**src/rtl/writeback_stage.sv**
```systemverilog
// writeback_stage: final stage of the MIPS pipeline.
//   Latches one retiring instruction from the memory stage and commits it the following cycle:
//   GPR write port, CP0 write / exception / ERET bus, and the combinational MFC0 read path.
//   An exception or ERET commit raises ws_flush for one cycle to squash all upstream stages.
// Ports:
//   clock, reset (synchronous, active-high)
//   ms_*           instruction payload and handshake from the memory stage
//   ws_allow_in    this stage accepts an instruction this cycle
//   cp0_*          CP0 write / address / exception / eret bus; cp0_read_data is the CP0 read result
//   ws_flush       squash upstream stages
//   rf_*           GPR write port
//   ws_fwd_*       bypass / stall information for decode
// Optional feature: macro WB_DEBUG_TRACE_EN adds debug_wb_pc, debug_wb_rf_wen,
//   debug_wb_rf_wnum and debug_wb_rf_wdata trace outputs.
module writeback_stage #(
  parameter int unsigned DATA_WIDTH     = 32,
  parameter int unsigned REG_ADDR_WIDTH = 5
) (
  input  logic                      clock,
  input  logic                      reset,
  input  logic                      ms_to_ws_valid,
  output logic                      ws_allow_in,
  input  logic [DATA_WIDTH-1:0]     ms_pc,
  input  logic [DATA_WIDTH-1:0]     ms_result,
  input  logic [REG_ADDR_WIDTH-1:0] ms_dest,
  input  logic                      ms_reg_write,
  input  logic                      ms_exception_valid,
  input  logic [4:0]                ms_exception_code,
  input  logic                      ms_in_delay_slot,
  input  logic                      ms_eret,
  input  logic                      ms_mfc0,
  input  logic                      ms_mtc0,
  input  logic [4:0]                ms_cp0_reg,
  input  logic [2:0]                ms_cp0_sel,
  input  logic [DATA_WIDTH-1:0]     cp0_read_data,
  output logic                      cp0_write_enabled,
  output logic [4:0]                cp0_address_register,
  output logic [2:0]                cp0_address_select,
  output logic [DATA_WIDTH-1:0]     cp0_write_data,
  output logic                      cp0_exception_valid,
  output logic [4:0]                cp0_exception_code,
  output logic [DATA_WIDTH-1:0]     cp0_exception_address,
  output logic                      cp0_in_delay_slot,
  output logic                      cp0_eret_flush,
  output logic                      ws_flush,
  output logic                      rf_we,
  output logic [REG_ADDR_WIDTH-1:0] rf_waddr,
  output logic [DATA_WIDTH-1:0]     rf_wdata,
  output logic                      ws_fwd_valid,
  output logic [REG_ADDR_WIDTH-1:0] ws_fwd_dest
`ifdef WB_DEBUG_TRACE_EN
  ,
  output logic [DATA_WIDTH-1:0]     debug_wb_pc,
  output logic [3:0]                debug_wb_rf_wen,
  output logic [REG_ADDR_WIDTH-1:0] debug_wb_rf_wnum,
  output logic [DATA_WIDTH-1:0]     debug_wb_rf_wdata
`endif
);

  // Writeback never stalls in this revision.
  localparam logic ReadyGo = 1'b1;

  logic                      ws_valid_q, ws_valid_d;
  logic [DATA_WIDTH-1:0]     pc_q, pc_d;
  logic [DATA_WIDTH-1:0]     result_q, result_d;
  logic [REG_ADDR_WIDTH-1:0] dest_q, dest_d;
  logic                      reg_write_q, reg_write_d;
  logic                      exc_q, exc_d;
  logic [4:0]                exc_code_q, exc_code_d;
  logic                      ds_q, ds_d;
  logic                      eret_q, eret_d;
  logic                      mfc0_q, mfc0_d;
  logic                      mtc0_q, mtc0_d;
  logic [4:0]                cp0_reg_q, cp0_reg_d;
  logic [2:0]                cp0_sel_q, cp0_sel_d;

  logic live;
  logic take_exc;
  logic take_eret;
  logic take_normal;

  assign ws_allow_in = ~ws_valid_q | ReadyGo;

  // Masking with reset keeps a commit from reaching CP0 or the RF in the reset cycle.
  assign live        = ws_valid_q & ~reset;
  assign take_exc    = live & exc_q;
  assign take_eret   = live & ~exc_q & eret_q;
  assign take_normal = live & ~exc_q & ~eret_q;

  always_comb begin
    ws_valid_d  = ws_valid_q;
    pc_d        = pc_q;
    result_d    = result_q;
    dest_d      = dest_q;
    reg_write_d = reg_write_q;
    exc_d       = exc_q;
    exc_code_d  = exc_code_q;
    ds_d        = ds_q;
    eret_d      = eret_q;
    mfc0_d      = mfc0_q;
    mtc0_d      = mtc0_q;
    cp0_reg_d   = cp0_reg_q;
    cp0_sel_d   = cp0_sel_q;
    // An instruction arriving alongside a flush is dropped.
    if (ws_allow_in) begin
      ws_valid_d = ms_to_ws_valid & ~ws_flush;
    end
    if (ms_to_ws_valid && ws_allow_in) begin
      pc_d        = ms_pc;
      result_d    = ms_result;
      dest_d      = ms_dest;
      reg_write_d = ms_reg_write;
      exc_d       = ms_exception_valid;
      exc_code_d  = ms_exception_code;
      ds_d        = ms_in_delay_slot;
      eret_d      = ms_eret;
      mfc0_d      = ms_mfc0;
      mtc0_d      = ms_mtc0;
      cp0_reg_d   = ms_cp0_reg;
      cp0_sel_d   = ms_cp0_sel;
    end
  end

  always_ff @(posedge clock) begin
    if (reset) begin
      ws_valid_q  <= 1'b0;
      pc_q        <= '0;
      result_q    <= '0;
      dest_q      <= '0;
      reg_write_q <= 1'b0;
      exc_q       <= 1'b0;
      exc_code_q  <= '0;
      ds_q        <= 1'b0;
      eret_q      <= 1'b0;
      mfc0_q      <= 1'b0;
      mtc0_q      <= 1'b0;
      cp0_reg_q   <= '0;
      cp0_sel_q   <= '0;
    end else begin
      ws_valid_q  <= ws_valid_d;
      pc_q        <= pc_d;
      result_q    <= result_d;
      dest_q      <= dest_d;
      reg_write_q <= reg_write_d;
      exc_q       <= exc_d;
      exc_code_q  <= exc_code_d;
      ds_q        <= ds_d;
      eret_q      <= eret_d;
      mfc0_q      <= mfc0_d;
      mtc0_q      <= mtc0_d;
      cp0_reg_q   <= cp0_reg_d;
      cp0_sel_q   <= cp0_sel_d;
    end
  end

  always_comb begin
    cp0_exception_valid   = take_exc;
    cp0_eret_flush        = take_eret;
    ws_flush              = take_exc | take_eret;
    cp0_write_enabled     = take_normal & mtc0_q;
    rf_we                 = take_normal & reg_write_q & (dest_q != '0);
    // CP0 address stays valid for the whole commit cycle so the MFC0 read sees the right register.
    cp0_address_register  = live ? cp0_reg_q : '0;
    cp0_address_select    = live ? cp0_sel_q : '0;
    cp0_write_data        = live ? result_q : '0;
    cp0_exception_code    = live ? exc_code_q : '0;
    // Delay-slot PC adjustment is applied inside CP0.
    cp0_exception_address = live ? pc_q : '0;
    cp0_in_delay_slot     = live & ds_q;
    rf_waddr              = live ? dest_q : '0;
    rf_wdata              = '0;
    if (live) begin
      rf_wdata = mfc0_q ? cp0_read_data : result_q;
    end
    ws_fwd_valid = rf_we;
    ws_fwd_dest  = rf_waddr;
  end

`ifdef WB_DEBUG_TRACE_EN
  assign debug_wb_pc       = live ? pc_q : '0;
  assign debug_wb_rf_wen   = {4{rf_we}};
  assign debug_wb_rf_wnum  = rf_waddr;
  assign debug_wb_rf_wdata = rf_wdata;
`endif

endmodule

```
**config.mk**
```make
export PLATFORM = sky130hd
export DESIGN_NAME = writeback_stage
export DESIGN_NICKNAME = d
export VERILOG_FILES = /design/src/rtl/writeback_stage.sv
export SDC_FILE = /design/constraint.sdc
export NUM_CORES = 1
export LEC_CHECK = 0
export ABC_CLOCK_PERIOD_IN_PS = 3500
export BUFFER_PORTS_ARGS = -buffer_cell sky130_fd_sc_hd__buf_2
export CORE_ASPECT_RATIO = 1.25
export CORE_MARGIN = 5
export CORE_UTILIZATION = 35
export DETAILED_ROUTE_END_ITERATION = 10
export PLACE_DENSITY = 0.63
export SLEW_MARGIN = 20
export SYNTH_ARGS = -nofsm -noshare
export SYNTH_HDL_FRONTEND = slang
export SYNTH_SLANG_ARGS = --single-unit
```
**constraint.sdc**
```tcl
create_clock -name clock -period 3.5 [get_ports clock]
set_clock_uncertainty 0.1 [all_clocks]
set_input_delay 0.35 -clock clock [delete_from_list [all_inputs] [get_ports clock]]
set_output_delay 0.35 -clock clock [all_outputs]
set_load 0.01 [all_outputs]
```
# Yosys cells after proc, flatten, opt, wreduce, memory -nomap -nowiden
# Index checks and enable logic that the tools add are counted.
totals:
  out_inout_bits: 127
  in_bits: 123
  regBits: 89
classes:
  n_bitwise: 15
  muxes: 8
  n_reduce_logical: 1
op_table:
  columns: ["op", "n"]
  rows:
  - ["$mux 32", 4]
  - ["$mux 5", 3]
  - ["$and 1x1->1", 10]
  - ["$reduce_bool 5->1", 1]
  - ["$not 1->1", 4]
  - ["$mux 3", 1]
  - ["$or 1x1->1", 1]

# Logic depth before layout (Yosys ltp)
depth:
  depth_word: 7
  mapped_depth: 6
  ltp_nobuf: 2

# Worst setup path after synthesis
# OpenSTA, ideal clock, no wires.
synth_timing:
  path_type: "input port to output port"
  startpoint: "input port reset"
  endpoint: "output port ws_fwd_dest[1]"
  n_path_buf: 4
  slack_ps: 1798
  cell_stages: 6
  arrival_ps: 1252
  required_time_ps: 3050
  cell_sequence: "buf_2 > nor2b_4 > buf_4 > clkbuf_2 > and2_1 > buf_4"
synth_via:
  elab_chain_cells: 3
synth_lines:
  columns: ["element", "line", "rtl"]
  rows:
  - ["start, declared", "20", "input logic reset,"]
  - ["$not 1->1", "85", "assign live = ws_valid_q & ~reset;"]
  - ["$and 1x1->1", "85", null]
  - ["$mux 5", "170", "rf_waddr = live ? dest_q : '0;"]
  - ["end, declared", "50", "output logic [REG_ADDR_WIDTH-1:0] ws_fwd_dest"]
# No other way between the ends.

# Worst setup path after layout
layout_timing:
  startpoint: "register mfc0_q"
  endpoint: "output port rf_wdata[2]"
layout_via:
  elab_chain_cells: 2
layout_lines:
  columns: ["element", "line", "rtl"]
  rows:
  - ["start, declared", "72", "logic mfc0_q, mfc0_d;"]
  - ["start signal, assigned", "149", "mfc0_q <= mfc0_d;"]
  - ["$mux 32", "173", "rf_wdata = mfc0_q ? cp0_read_data : result_q;"]
  - ["$mux 32", "172", "if (live) begin"]
  - ["end, declared", "48", "output logic [DATA_WIDTH-1:0] rf_wdata,"]
# No other way between the ends.

==> metrics.cfg <==
[drt]
dr.pass1.iters=4
drt_iter0_markers=144
routed_wl_mm=12.3
ant_nets=0
via_per_inst=4.52
num_vias=3876
wl_per_cell_um=14.3
route.detailed.drc=0

[yosys]
synth_seq_cells=89
yosysSeqAreaShare_pct=41.4
synth-adder-area-share_pct=0
synth_cells=468
synth_xor_area_share_pct=0
mappedNetlistArea_um2=4300
synth_cell_types=20
synth_mux_area_share_pct=27.9
synth-simple-area-share_pct=24.1
synth_compound_area_share_pct=0.378
syn_area_per_cell_um2=9.19
synth_top_family_by_area=multiplexers
syn-num-nets=591
yosys_warnings=0

[die]
design.core.area_um2=12100
io_pins=250
fp.dieH_um=134
die_area_um2=14600
die_w_um=109
rows=45
initial_core_util_pct=35.5

[place]
port_buffers=248
gp_congestion=0.756
place_area_um2=5540
post-dp-hpwl_mm=9.36
pre_cts_ws_ps=1230

[timing]
fin_crit_ps=2280
max_slew_margin_pct=32.8
clock.fmax_mhz=439
drv_slew=0
setup_viol_count_final=0
setup_ws_ps=1220
rsz0062_at_grt=no
hold_viol_final=0
tightest_slew_ps=1010
post-route-period-util_pct=65.1
setup_tns_ps=0

[clock_tree]
cts_buffer_depth=2
cts_tree=yes
cts_buffers=9
ctsHoldBuffers=0
cts_root_buf=clkbuf_16
worstSkewPairLatency_ps=330
cts_sinks=89
cts_htree_levels=3
cts_setup_buffers=0
cts_resized=0
cts.clk_slew.worst_paths_ps=60

[grt]
antenna_found_initial=0
grt_pass1_vias=3875
grt_pass1_wl_mm=18.8
grt_usage_pct=16.0
met3_usage_pct=4.91
overflow=0
grt_max_degree=67
grt-busiest-layer=met2
gr-usage-met2_pct=27.5
use_met1_pct=18.7

[power]
cellLeakagePower_nw=3.15
swShare_pct=25.1
comb_power_share_pct=12.8
total_power_mw=2.32
power_density_nw_per_um2=398
pwr-share-clk_pct=38.7
internal-power_mw=1.73
peakVddDrop_mv=0.188
p_sw_mw=0.582
seqPwrFrac_pct=48.4

[layout]
fin_util_pct=48.0
area_growth_pct=35.2
fin_area_um2=5820
layout-drive-gt1-share_pct=39.2
nNetsFinal=812
diodes=0

[worst_setup_path]
cp.arrival_ps=1830
startpoint=mfc0_q
setup.worst_path.start_class=register
critPathMaxFanout=33
required_ps=3050
path_class=reg -> out
worstReg2RegStart=mfc0_q
rrSetupSlack_ps=2080
crit_path_end_kind=primary output

[hold_path]
holdCritPathClass=in -> reg
hp-start=ms_pc[18]

[flow_run]
drv_cap=0

[run_status]
status=completed

==> metrics by stage <==
step,hold slack (ps),cells
2_1_floorplan,352,468
3_3_place_gp,364,842
3_5_place_dp,377,842
4_1_cts,139,858
5_1_grt,142,858
6_report,149,858
==> worst paths after layout <==
kind                                      end  depth (start not counted)
worst max register to register         mfc0_q                          2
worst min register to register  exc_code_q[3]                          2
worst min-delay path                 pc_q[18]                          3
worst max-delay path              rf_wdata[2]                          3
==> placed cells by master, fill, tap and decap left out <==
cell / netlist / routed
and3b_1: 1 / 1
o21ai_0: 1 / 1
mux2i_1: 120 / 120
nor2_1: 122 / 122
nor4b_1: 1 / 1
clkinv_2: 0 / 1
and2_1: 83 / 83
and2_2: 1 / 1
clkbuf_8: 0 / 1
buf_4: 16 / 7
conb_1: 1 / 1
dfxtp_1: 89 / 88
inv_6: 0 / 2
or4_1: 1 / 1
clkinvlp_4: 0 / 2
nand2b_1: 1 / 1
clkbuf_16: 0 / 9
nor2b_4: 1 / 1
nor3b_1: 1 / 1
dfxtp_2: 0 / 1
o2111a_1: 1 / 1
buf_2: 11 / 247
clkbuf_1: 4 / 1
==> cell families after synthesis <==
group                  count (synthesis)
other                                  1
flip-flops                            89
AO/OA/AOI/OAI                          2
buffers and inverters                 44
multiplexers                         120
AND/OR/NAND/NOR                      212
==> power groups by stage <==
stage	sequential (mW)	clock (mW)	combinational [mW]
2_1_floorplan	1.12	0	0.205
3_3_place_gp	1.14	0	0.293
3_5_place_dp	1.14	0	0.302
4_1_cts	1.12	0.932	0.303
5_1_grt	1.13	0.978	0.334
6_report	1.12	0.897	0.297
==> routing by layer <==
metal | up-vias | part of all wire, %
met5 | - | 0
met4 | 0 | 2.0
met3 | 19 | 9.0
met2 | 151 | 48
met1 | 1757 | 41
li1 | 1949 | -
==> critical path: stages (launching register included) <==
cell     delay (ps)
dfxtp_2         990
mux2i_1         280
nor2_1           60
buf_2           150
==> sequential cells by signal, indices dropped and copies added (netlist names), 3 cells and up <==
register / cells
result_q: 32
dest_q: 5
pc_q: 32
exc_code_q: 5
cp0_sel_q: 3
cp0_reg_q: 5
==> layout make-up <==
class | instances | area, µm²
fillers | 1195 | 6290
multi-input cells | 335 | 2260
flip-flops and latches | 89 | 1780
repair buffers | 254 | 1290
clock buffers | 11 | 243
well taps | 164 | 205
clock inverters | 5 | 37.5
==> synthesized netlist by cell type <==
library cell	count	area share [%]
clkbuf_2	5	0.58
buf_2	11	1.3
and2_2	1	0.17
buf_1	6	0.52
nor2b_4	1	0.32
nor4b_1	1	0.20
o21ai_0	1	0.12
and3b_1	1	0.20
nand2b_1	1	0.15
buf_4	16	2.8
mux2i_1	120	28
clkbuf_1	4	0.35
o2111a_1	1	0.26
and2_1	83	12
conb_1	1	0.087
or4_1	1	0.17
nor2_1	122	11
dfxtp_1	89	41
buf_6	2	0.52
nor3b_1	1	0.17
Power figures use the tool's default switching activity.
